==> src/rtl/fetch_pkt_queue_pkg.sv <==
// Shared fetch-side constants for the fetch-to-decode packet queue.
package fetch_pkt_queue_pkg;
  localparam int FETCH_PKT_W   = 128;
  localparam int FETCH_Q_DEPTH = 4;
endpackage

==> src/rtl/fetch_pkt_ptr.sv <==
// Wrap-around pointer: increments modulo 2**AW, synchronous clear beats increment.
module fetch_pkt_ptr #(
  parameter int AW = 2
) (
  input  logic          clk,
  input  logic          reset,
  input  logic          clr,
  input  logic          inc,
  output logic [AW-1:0] ptr
);
  always_ff @(posedge clk or negedge reset) begin
    if (!reset)   ptr <= '0;
    else if (clr) ptr <= '0;
    else if (inc) ptr <= ptr + 1'b1;
  end
endmodule

==> src/rtl/fetch_pkt_queue.sv <==
// Circular packet queue between fetch and decode with early stall and sticky overflow.
module fetch_pkt_queue
  import fetch_pkt_queue_pkg::*;
#(
  parameter int DEPTH = FETCH_Q_DEPTH,
  parameter int PKT_W = FETCH_PKT_W
) (
  input  logic                     clk,
  input  logic                     reset,
  input  logic [PKT_W-1:0]         packet_in,
  input  logic                     packet_in_valid,
  input  logic                     resteer,
  input  logic                     is_init,
  input  logic                     D_ready,
  output logic [PKT_W-1:0]         packet_out,
  output logic                     packet_out_valid,
  output logic                     stall,
  output logic [$clog2(DEPTH):0]   count,
  output logic                     overflow_err
);
  localparam int AW = $clog2(DEPTH);
  localparam int CW = AW + 1;
  localparam logic [CW-1:0] FULL_CNT  = CW'(DEPTH);
  localparam logic [CW-1:0] STALL_CNT = CW'(DEPTH - 1);

  logic [DEPTH-1:0][PKT_W-1:0] mem;
  logic [AW-1:0]               wptr, rptr;
  logic [CW-1:0]               count_q;
  logic                        flush, full, pop, push, drop;

  assign flush = resteer | is_init;
  assign full  = (count_q == FULL_CNT);
  assign pop   = packet_out_valid & D_ready & ~flush;
  // A pop in the same cycle frees the slot, so a full queue still accepts.
  assign push  = packet_in_valid & ~flush & (~full | pop);
  assign drop  = packet_in_valid & ~flush & full & ~pop;

  fetch_pkt_ptr #(.AW(AW)) u_wptr (
    .clk(clk), .reset(reset), .clr(flush), .inc(push), .ptr(wptr)
  );
  fetch_pkt_ptr #(.AW(AW)) u_rptr (
    .clk(clk), .reset(reset), .clr(flush), .inc(pop), .ptr(rptr)
  );

  always_ff @(posedge clk or negedge reset) begin
    if (!reset)            count_q <= '0;
    else if (flush)        count_q <= '0;
    else if (push && !pop) count_q <= count_q + 1'b1;
    else if (pop && !push) count_q <= count_q - 1'b1;
  end

  always_ff @(posedge clk or negedge reset) begin
    if (!reset)     overflow_err <= 1'b0;
    else if (drop)  overflow_err <= 1'b1;
  end

  // Storage is not reset; validity comes only from count.
  always_ff @(posedge clk) begin
    if (push) mem[wptr] <= packet_in;
  end

  assign packet_out       = mem[rptr];
  assign packet_out_valid = (count_q != '0);
  assign stall            = (count_q >= STALL_CNT);
  assign count            = count_q;
endmodule

==> config.mk <==
export PLATFORM = sky130hd
export DESIGN_NAME = fetch_pkt_queue
export DESIGN_NICKNAME = d
export VERILOG_FILES = /design/src/rtl/fetch_pkt_queue_pkg.sv /design/src/rtl/fetch_pkt_ptr.sv /design/src/rtl/fetch_pkt_queue.sv
export SDC_FILE = /design/constraint.sdc
export NUM_CORES = 1
export LEC_CHECK = 0
export CAP_MARGIN = 10
export CORE_MARGIN = 5
export CORE_UTILIZATION = 25
export DETAILED_ROUTE_END_ITERATION = 12
export PLACE_DENSITY = 0.45
export SYNTH_ARGS = -nofsm -noshare
export SYNTH_HDL_FRONTEND = slang
export SYNTH_HIERARCHICAL = 1
export SYNTH_SLANG_ARGS = --single-unit
==> constraint.sdc <==
create_clock -name clk -period 15.2 [get_ports clk]
set_input_delay 3.04 -clock clk [delete_from_list [all_inputs] [get_ports clk]]
set_output_delay 3.04 -clock clk [all_outputs]
set_load 0.02 [all_outputs]
==> reports/metrics.yaml, run 1 <==
final_cell_area_mm2: 0.02483
fp.dieH_um: 285.6
slew_headroom_pct: 36.79
final_util_pct: 32.85
path_class: "register to primary output"
synth_ff_type: "edfxtp_1"
tns_ps: 0
netlist_instances: 729
fmax_mhz: 143.1
drt-total-wl_um: 43060
initial_core_util_pct: 25.12
hp-class: "register to register"
grt_max_degree: 56
pin_count: 268
cp_max_fo: 37
rsz0062_at_grt: "false"
yosysMostFrequentCell: "edfxtp_1"
track_usage_pct: 10.29
cp_data_required_time_ps: 12160
endpoint: "packet_out[108]"
cap_viol_max_count: 0
io_buffer_count: 267
hold_viol: 0
drv_slew: 0
cp-end-kind: "primary output"
clkPwrFrac_pct: 45.0
drive_gt1_share_pct: 22.61
cts.reportedPaths.clkPinSlew_ps: 50
synth.top_cells.by_count: "512 x edfxtp_1, 128 x mux4_2, 17 x buf_2, 11 x buf_1, 8 x dfrtp_1"
cts_tree: "built"
synthMuxAreaShare_pct: 15.18
p_seq_share_pct: 50.9
vias: 8674
place_inst: 1958
synth_area_leaders: "edfxtp_1 81%, mux4_2 15%, dfrtp_1 1.1%, buf_2 0.45%, buf_1 0.22%"
power_mw: 3.131
synth_xor_xnor_area_share_pct: 0.1384
hpwl_um: 25640
synth_top_area_cell: "edfxtp_1"
cts_root_buf: "clkbuf_16"
placedInstanceArea_mm2: 0.02287
critPathArrivalTime_ps: 3950
skew_ps: 13.02
synth-simple-area-share_pct: 0.9490
post_cts_buffers: 0
r2r_start: "count[1]$_DFFE_PN0P_"
rows: 101
syn-cell-area_mm2: 0.01899
path_common_cell: "buf_4"
synthArstFlopShare_pct: 1.538
slowest_delay_ps: 730
h-tree-depth: 2
cts_made_buffers: 58
final.setup.worst_slack_ps: 8211
power_frac_comb_pct: 4.1
r2r_cells: 5
synth-adder-area-share_pct: 0.1054
grt_pass1_wl_um: 63440
cts.repair.resized: 0
p_switching_mw: 0.6172
rr_endpoint: "mem[313]$_DFFE_PP_"
layoutNonFillerInstCount: 2068
overflow: 0
finalNetCount: 1175
viasPerCell: 4.194
syn_to_final_growth_pct: 30.77
core-area_mm2: 0.07557
first_global_vias: 9453
irDropWorstVdd_mv: 0.07894
first_pass_iters: 4
intPower_mw: 2.514
post-route-drc-count: 0
cp-startpoint: "u_rptr/ptr[0]$_DFFE_PN0P_"
postRouteAntennaNets: 0
crit_chain: "buf_4 > buf_4 > mux4_2 > clkdlybuf4s50_1"
dpl_worst_slack_ps: 8610
p_sw_share_pct: 19.71
synth_enable_flop_cells: 512
die_w_um: 285.6
leakage_nw: 7.575
clk-insertion-delay-late_ps: 590
cpMaxStageDelayCell: "dfrtp_4"
cp-start-kind: "register"
yosysWarnings: 6
fin_hold_ws_ps: 510.0
globalplace.congestion: 0.6778
finalCriticalPeriod_ps: 6989
synth_cell_types: 41
cts_buffer_depth: 3
syn_nets: 864
min_period_over_period_pct: 45.98
tightest_slew_ps: 948.1
die-area_mm2: 0.08155
synth_top_family_by_area: "multiplexers"
cts.sinks: 520
antenna_found_initial: 4
drt_iter0_drc: 366
seq_area_frac_synth_pct: 82.04
wl_per_cell_um: 20.82
synth_area_per_cell_um2: 26.04
ys_ff_latch: 520
ff2ff_setup_slack_ps: 12210
synth_top_area_share_pct: 80.98
holdBufCountCts: 0
power_density_mw_per_mm2: 126.1
status: "finished, final reports clean"
synth_compound_area_share_pct: 0.6656
setup_viol: 0
## registers in the layout, summed over array words and instances (netlist names)
name,count
mem,512
count,3
u_rptr/ptr,2
u_wptr/ptr,2
overflow_err,1
## cell usage in the layout, fill, tap and decap left out, types with 2 or more instances in the layout
master / Yosys / routed
a21bo_1: 2 / 2
a21oi_2: 2 / 2
buf_4: 2 / 16
bufinv_16: 0 / 8
clkbuf_1: 1 / 7
clkbuf_16: 0 / 59
clkbuf_8: 0 / 3
clkdlybuf4s50_1: 0 / 267
clkinv_1: 0 / 12
clkinv_2: 0 / 11
clkinvlp_4: 0 / 4
dfrtp_1: 8 / 6
dfrtp_4: 0 / 2
diode_2: 0 / 2
edfxtp_1: 512 / 512
inv_1: 4 / 4
inv_6: 0 / 4
mux4_2: 128 / 128
nand3b_1: 4 / 4
nor2_1: 5 / 5
nor3b_2: 0 / 2
xnor2_1: 2 / 2
## worst min-delay path by stage
stage	startpoint	depth (start not counted)	to	slack, ps
2_1_floorplan	u_rptr/ptr[1]$_DFFE_PN0P_	2	u_rptr/ptr[1]$_DFFE_PN0P_	550
3_3_place_gp	overflow_err$_DFFE_PN0P_	1	overflow_err$_DFFE_PN0P_	530
3_5_place_dp	overflow_err$_DFFE_PN0P_	1	overflow_err$_DFFE_PN0P_	510
4_1_cts	overflow_err$_DFFE_PN0P_	1	overflow_err$_DFFE_PN0P_	530
5_1_grt	overflow_err$_DFFE_PN0P_	1	overflow_err$_DFFE_PN0P_	570
6_report	overflow_err$_DFFE_PN0P_	1	overflow_err$_DFFE_PN0P_	510
## kinds of logic (layout without fill, tap and decap cells)
logic type               Yosys count  count (layout)
AO/OA/AOI/OAI                     14              14
XOR/XNOR                           3               3
adder cells (fa/ha/maj)            1               1
buffers and inverters             37             396
flip-flops                       520             520
multiplexers                     128             128
other                              0               2
AND/OR/NAND/NOR                   26              26
## power by group through the flow
| stage | Clock (mW) | Sequential [mW] | Combinational [mW] |
|---|---|---|---|
| final | 1.41 | 1.59 | 0.127 |
| after global routing | 1.53 | 1.59 | 0.136 |
| after CTS | 1.47 | 1.59 | 0.131 |
| after detailed placement | 0 | 1.62 | 0.130 |
| after global placement | 0 | 1.62 | 0.128 |
| after floorplan | 0 | 1.63 | 0.0454 |
## routing by layer
metal  vias to the layer above  GRT usage [%]  part of all wire [%]
met5                         -              0                  0.11
met4                         6          2.874                   2.4
li1                       3795              -                     -
met1                      4574          13.38                    42
met3                        79          3.163                   6.6
met2                       220          16.79                    48
## critical path, delay by kind of cell (launching register included)
kind	cells	cell delay [ps]
buffers and inverters	3	1960
muxes	1	590
DFF	1	730
## final cells by class
class	count	area, um2
inverter	5	18.77
antenna	2	5.005
tap	978	1224
clock inverter	39	405.4
clock buffer	69	1544
timing repair buffer	283	2793
fill	7145	50740
sequential	520	15580
multi-input combinational	172	3256
No activity file was read; power rests on OpenSTA's default activity.
==> run 2, diff against run 1 <==
--- a/config.mk
+++ b/config.mk
@@ -9,7 +9,7 @@
 export CORE_MARGIN = 5
 export CORE_UTILIZATION = 25
 export DETAILED_ROUTE_END_ITERATION = 12
-export PLACE_DENSITY = 0.45
+export PLACE_DENSITY = 0.46
 export SYNTH_ARGS = -nofsm -noshare
 export SYNTH_HDL_FRONTEND = slang
 export SYNTH_HIERARCHICAL = 1
==> constraint.sdc (replaced) <==
create_clock -name clk -period 5.7 [get_ports clk]
set_input_delay 1.14 -clock clk [delete_from_list [all_inputs] [get_ports clk]]
set_output_delay 1.14 -clock clk [all_outputs]
set_load 0.02 [all_outputs]
==> reports/metrics.yaml, run 2 (synthesized netlist as in run 1, its figures left out) <==
drive_gt1_share_pct: 21.05
finalCriticalPeriod_ps: 4186
endpoint: "packet_out[44]"
track_usage_pct: 10.05
antenna_found_initial: 6
core-area_mm2: 0.07557
top_register: "mem"
cts.sinks: 520
path_delay_family: "buffers and inverters"
cts.repair.resized: 0
crit_chain: "buf_12 > mux4_2 > clkdlybuf4s50_1"
cp-start-kind: "register"
post-route-drc-count: 0
final_common_cell: "edfxtp_1"
drt-total-wl_um: 41960
cp.depth: 3
cp-startpoint: "u_rptr/ptr[0]$_DFFE_PN0P_"
cts.reportedPaths.clkPinSlew_ps: 60
viasPerCell: 4.196
final_cell_mix: "512 x edfxtp_1, 267 x clkdlybuf4s50_1, 128 x mux4_2, 59 x clkbuf_16, 19 x clkinv_1"
clk-insertion-delay-late_ps: 590
slowest_delay_ps: 880
io_buffer_count: 267
initial_core_util_pct: 25.12
overflow: 0
cp_data_required_time_ps: 4560
cts_root_buf: "clkbuf_16"
r2r_start: "count[0]$_DFFE_PN0P_"
post_cts_buffers: 0
fmax_mhz: 238.9
grt_max_degree: 78
r2r_cells: 7
final_cell_area_mm2: 0.02490
slew_headroom_pct: 44.43
cts_made_buffers: 57
hold_viol: 0
syn_to_final_growth_pct: 31.14
tightest_slew_ps: 833.5
rr_endpoint: "count[1]$_DFFE_PN0P_"
drt_iter0_drc: 373
finalNetCount: 1172
ff2ff_setup_slack_ps: 3160
placedInstanceArea_mm2: 0.02301
cpMaxStageDelayCell: "dfrtp_4"
drv_slew: 0
setup_viol: 0
leakage_nw: 7.539
power_density_mw_per_mm2: 332.5
wl_per_cell_um: 20.34
cts_tree: "built"
irDropWorstVdd_mv: 0.3826
skew_ps: 10.04
place_inst: 1956
hold_depth: 1
first_pass_iters: 4
largest_reg_flops: 512
path_buf_inv: 2
hpwl_um: 24230
globalplace.congestion: 0.6894
cp_max_fo: 37
critPathArrivalTime_ps: 3050
holdBufCountCts: 0
rsz0062_at_grt: "false"
cap_viol_max_count: 0
min_period_over_period_pct: 73.43
fin_hold_ws_ps: 486.1
cts_buffer_depth: 3
status: "finished, final reports clean"
fp.dieH_um: 285.6
die-area_mm2: 0.08155
cp-end-kind: "primary output"
vias: 8657
first_global_vias: 9462
layoutNonFillerInstCount: 2063
h-tree-depth: 2
grt_pass1_wl_um: 62780
pin_count: 268
tns_ps: 0
rows: 101
die_w_um: 285.6
postRouteAntennaNets: 0
hp-class: "register to register"
path_class: "register to primary output"
run 2: through the flow:
stage | setup WS, ps | power [mW] | util (%)
3_3_place_gp | 1791 | 4.672 | 30.45
4_1_cts | 1313 | 8.435 | 32.94
3_5_place_dp | 1783 | 4.679 | 30.45
2_1_floorplan | 283.2 | 4.454 | -
5_1_grt | 1272 | 8.623 | 32.94
6_report | 1514 | 8.279 | 32.95
run 2: area by class of cell:
| type | instances | area [um2] |
|---|---|---|
| multi-input combinational | 172 | 3274 |
| fill | 7182 | 50670 |
| clock inverter | 33 | 352.8 |
| antenna | 2 | 5.005 |
| timing repair buffer | 281 | 2915 |
| sequential | 520 | 15580 |
| inverter | 5 | 18.77 |
| clock buffer | 72 | 1525 |
| tap | 978 | 1224 |
run 2: worst min path at each step:
stage	startpoint	end	slack, ps
6_report	overflow_err$_DFFE_PN0P_	overflow_err$_DFFE_PN0P_	490
5_1_grt	overflow_err$_DFFE_PN0P_	overflow_err$_DFFE_PN0P_	510
4_1_cts	overflow_err$_DFFE_PN0P_	overflow_err$_DFFE_PN0P_	490
3_5_place_dp	overflow_err$_DFFE_PN0P_	overflow_err$_DFFE_PN0P_	480
3_3_place_gp	overflow_err$_DFFE_PN0P_	overflow_err$_DFFE_PN0P_	470
2_1_floorplan	u_rptr/ptr[1]$_DFFE_PN0P_	u_rptr/ptr[1]$_DFFE_PN0P_	550
run 2: worst reg2reg max path, stage by stage (launching register included):
cell	delay, ps
dfrtp_1	490
or4b_1	560
nand3_2	210
nor2_1	80
fa_1	500
nor2_1	50
o2111a_1	240
or3_1	300
run 2: power breakdown:
| part | internal (mW) | switching (mW) | leakage, nW |
|---|---|---|---|
| clock | 2.24 | 1.45 | 0.898 |
| sequential | 4.24 | 0.0123 | 4.73 |
| combinational | 0.181 | 0.159 | 1.91 |
| total | 6.66 | 1.62 | 7.54 |
run 2: routing by layer:
metal / vias up / routed length [um] / share of wire, % / track usage, %
met3: 70 / 3013 / 7.2 / 3.578
li1: 3801 / - / - / -
met4: 4 / 912 / 2.2 / 2.813
met2: 220 / 20630 / 49 / 16.44
met5: - / 27 / 0.064 / 0
met1: 4562 / 17370 / 41 / 12.70
==> run 3, diff against run 2 <==
==> constraint.sdc (replaced) <==
create_clock -name clk -period 3.51 [get_ports clk]
set_input_delay 0.702 -clock clk [delete_from_list [all_inputs] [get_ports clk]]
set_output_delay 0.702 -clock clk [all_outputs]
set_load 0.02 [all_outputs]
==> reports/metrics.yaml, run 3 (synthesized netlist as in run 1, its figures left out) <==
leakage_nw: 7.765
cp_data_required_time_ps: 2810
num-fill-cells: 7118
antenna_found_initial: 7
fmax_mhz: 297.4
cts_root_buf: "clkbuf_16"
pin_count: 268
die-area_mm2: 0.08155
finalCriticalPeriod_ps: 3363
overflow: 0
cp-start-kind: "register"
power_mw: 13.38
wl_per_cell_um: 20.76
clkPwrFrac_pct: 44.2
final_util_pct: 33.39
drive_gt1_share_pct: 24.10
r2r_cells: 7
globalplace.congestion: 0.6760
p_seq_share_pct: 51.6
rr_endpoint: "count[1]$_DFFE_PN0P_"
final_common_cell: "edfxtp_1"
post-route-drc-count: 0
path_class: "register to primary output"
cp_max_fo: 17
fp.dieH_um: 285.6
grt_pass1_wl_um: 64940
initial_core_util_pct: 25.12
cap_viol_max_count: 0
slew_headroom_pct: 60.89
ff2ff_setup_slack_ps: 1090
skew_ps: 14.05
r2r_start: "count[1]$_DFFE_PN0P_"
h-tree-depth: 2
drt-total-wl_um: 43350
hpwl_um: 25850
track_usage_pct: 10.44
tightest_slew_ps: 586.7
setup_viol: 0
first_pass_iters: 5
top_register: "mem"
rows: 101
grt_max_degree: 76
die_w_um: 285.6
syn_to_final_growth_pct: 32.92
clk-insertion-delay-late_ps: 600
p_switching_mw: 2.670
status: "finished, final reports clean"
io_buffer_count: 267
crit_chain: "buf_12 > buf_12 > mux4_2 > clkdlybuf4s50_1"
cts_tree: "built"
drv_slew: 0
finalNetCount: 1196
cts.sinks: 520
cts.reportedPaths.clkPinSlew_ps: 60
intPower_mw: 10.71
first_global_vias: 9795
hp-class: "input port to async pin"
p_sw_share_pct: 19.95
critPathArrivalTime_ps: 2660
cts_buffer_depth: 3
min_period_over_period_pct: 95.81
vias: 8805
slowest_delay_ps: 570
postRouteAntennaNets: 0
core-area_mm2: 0.07557
hold_viol: 0
irDropWorstVdd_mv: 0.3355
cpMaxStageDelayCell: "clkdlybuf4s50_1"
cts_made_buffers: 58
power_frac_comb_pct: 4.2
drt_iter0_drc: 460
cp-end-kind: "primary output"
power_density_mw_per_mm2: 530.1
viasPerCell: 4.217
final_cell_mix: "512 x edfxtp_1, 262 x clkdlybuf4s50_1, 128 x mux4_2, 59 x clkbuf_16, 21 x buf_12"
largest_reg_flops: 512
path_common_cell: "buf_12"
-- run 3: power groups by stage --
stage / Clock, mW / Combinational, mW / Sequential (mW)
2_1_floorplan: 0 / 0.199 / 7.03
3_3_place_gp: 0 / 0.568 / 7.03
3_5_place_dp: 0 / 0.576 / 7.03
4_1_cts: 6.18 / 0.579 / 6.90
5_1_grt: 6.43 / 0.605 / 6.90
6_report: 5.91 / 0.565 / 6.90
-- run 3: final cells by class --
type / count / area [um2] / share of cell area, %
sequential: 520 / 15580 / 61.75
multi-input combinational: 172 / 3289 / 13.03
timing repair buffer: 304 / 3246 / 12.86
clock buffer: 70 / 1528 / 6.054
tap: 978 / 1224 / 4.849
clock inverter: 37 / 342.8 / 1.359
inverter: 5 / 18.77 / 0.07437
antenna: 2 / 5.005 / 0.01983
-- run 3: worst max path at each step --
stage                              startpoint                    to  slack, ps  depth (start not counted)
global placement                      D_ready  count[1]$_DFFE_PN0P_        430                          8
finish              u_rptr/ptr[0]$_DFFE_PN0P_        packet_out[62]        150                          4
detailed placement                    D_ready  count[1]$_DFFE_PN0P_        450                          8
floorplan                             is_init    mem[128]$_DFFE_PP_      -1260                          3
CTS                 u_rptr/ptr[0]$_DFFE_PN0P_       packet_out[119]          5                          3
global route        u_rptr/ptr[0]$_DFFE_PN0P_       packet_out[104]         -5                          3
-- run 3: stage by stage --
step | std cells | worst slack, ps | hold WS [ps] | cell area [um2] | setup TNS (ps)
floorplan | 729 | -1261 | 406.4 | 19040 | -441310
global placement | 1976 | 432.5 | 462.1 | 23320 | 0
detailed placement | 1976 | 445.4 | 466.1 | 23320 | 0
CTS | 2083 | 4.757 | 393.4 | 25190 | 0
global route | 2086 | -5.474 | 425.0 | 25230 | -13.94
finish | 2088 | 147.1 | 432.2 | 25240 | 0
-- run 3: repair_timing --
action,in CTS,in global routing
resized for setup,0,6
setup endpoints to repair,0,45
hold buffers,0,0
setup buffers,0,3
-- run 3: worst max-delay path, delay by kind of cell (launching register included) --
family	cells	cell delay, ps
buffers and inverters	3	990
flip-flops	1	520
multiplexers	1	520
-- run 3: metal layers --
layer  share of wire (%)  GRT usage [%]  vias up
li1                    -              -     3843
met1                  41          12.96     4645
met3                 8.3          4.167       87
met4                 2.4          2.801       10
met2                  49          17.06      220
met5                0.14         0.2381        -
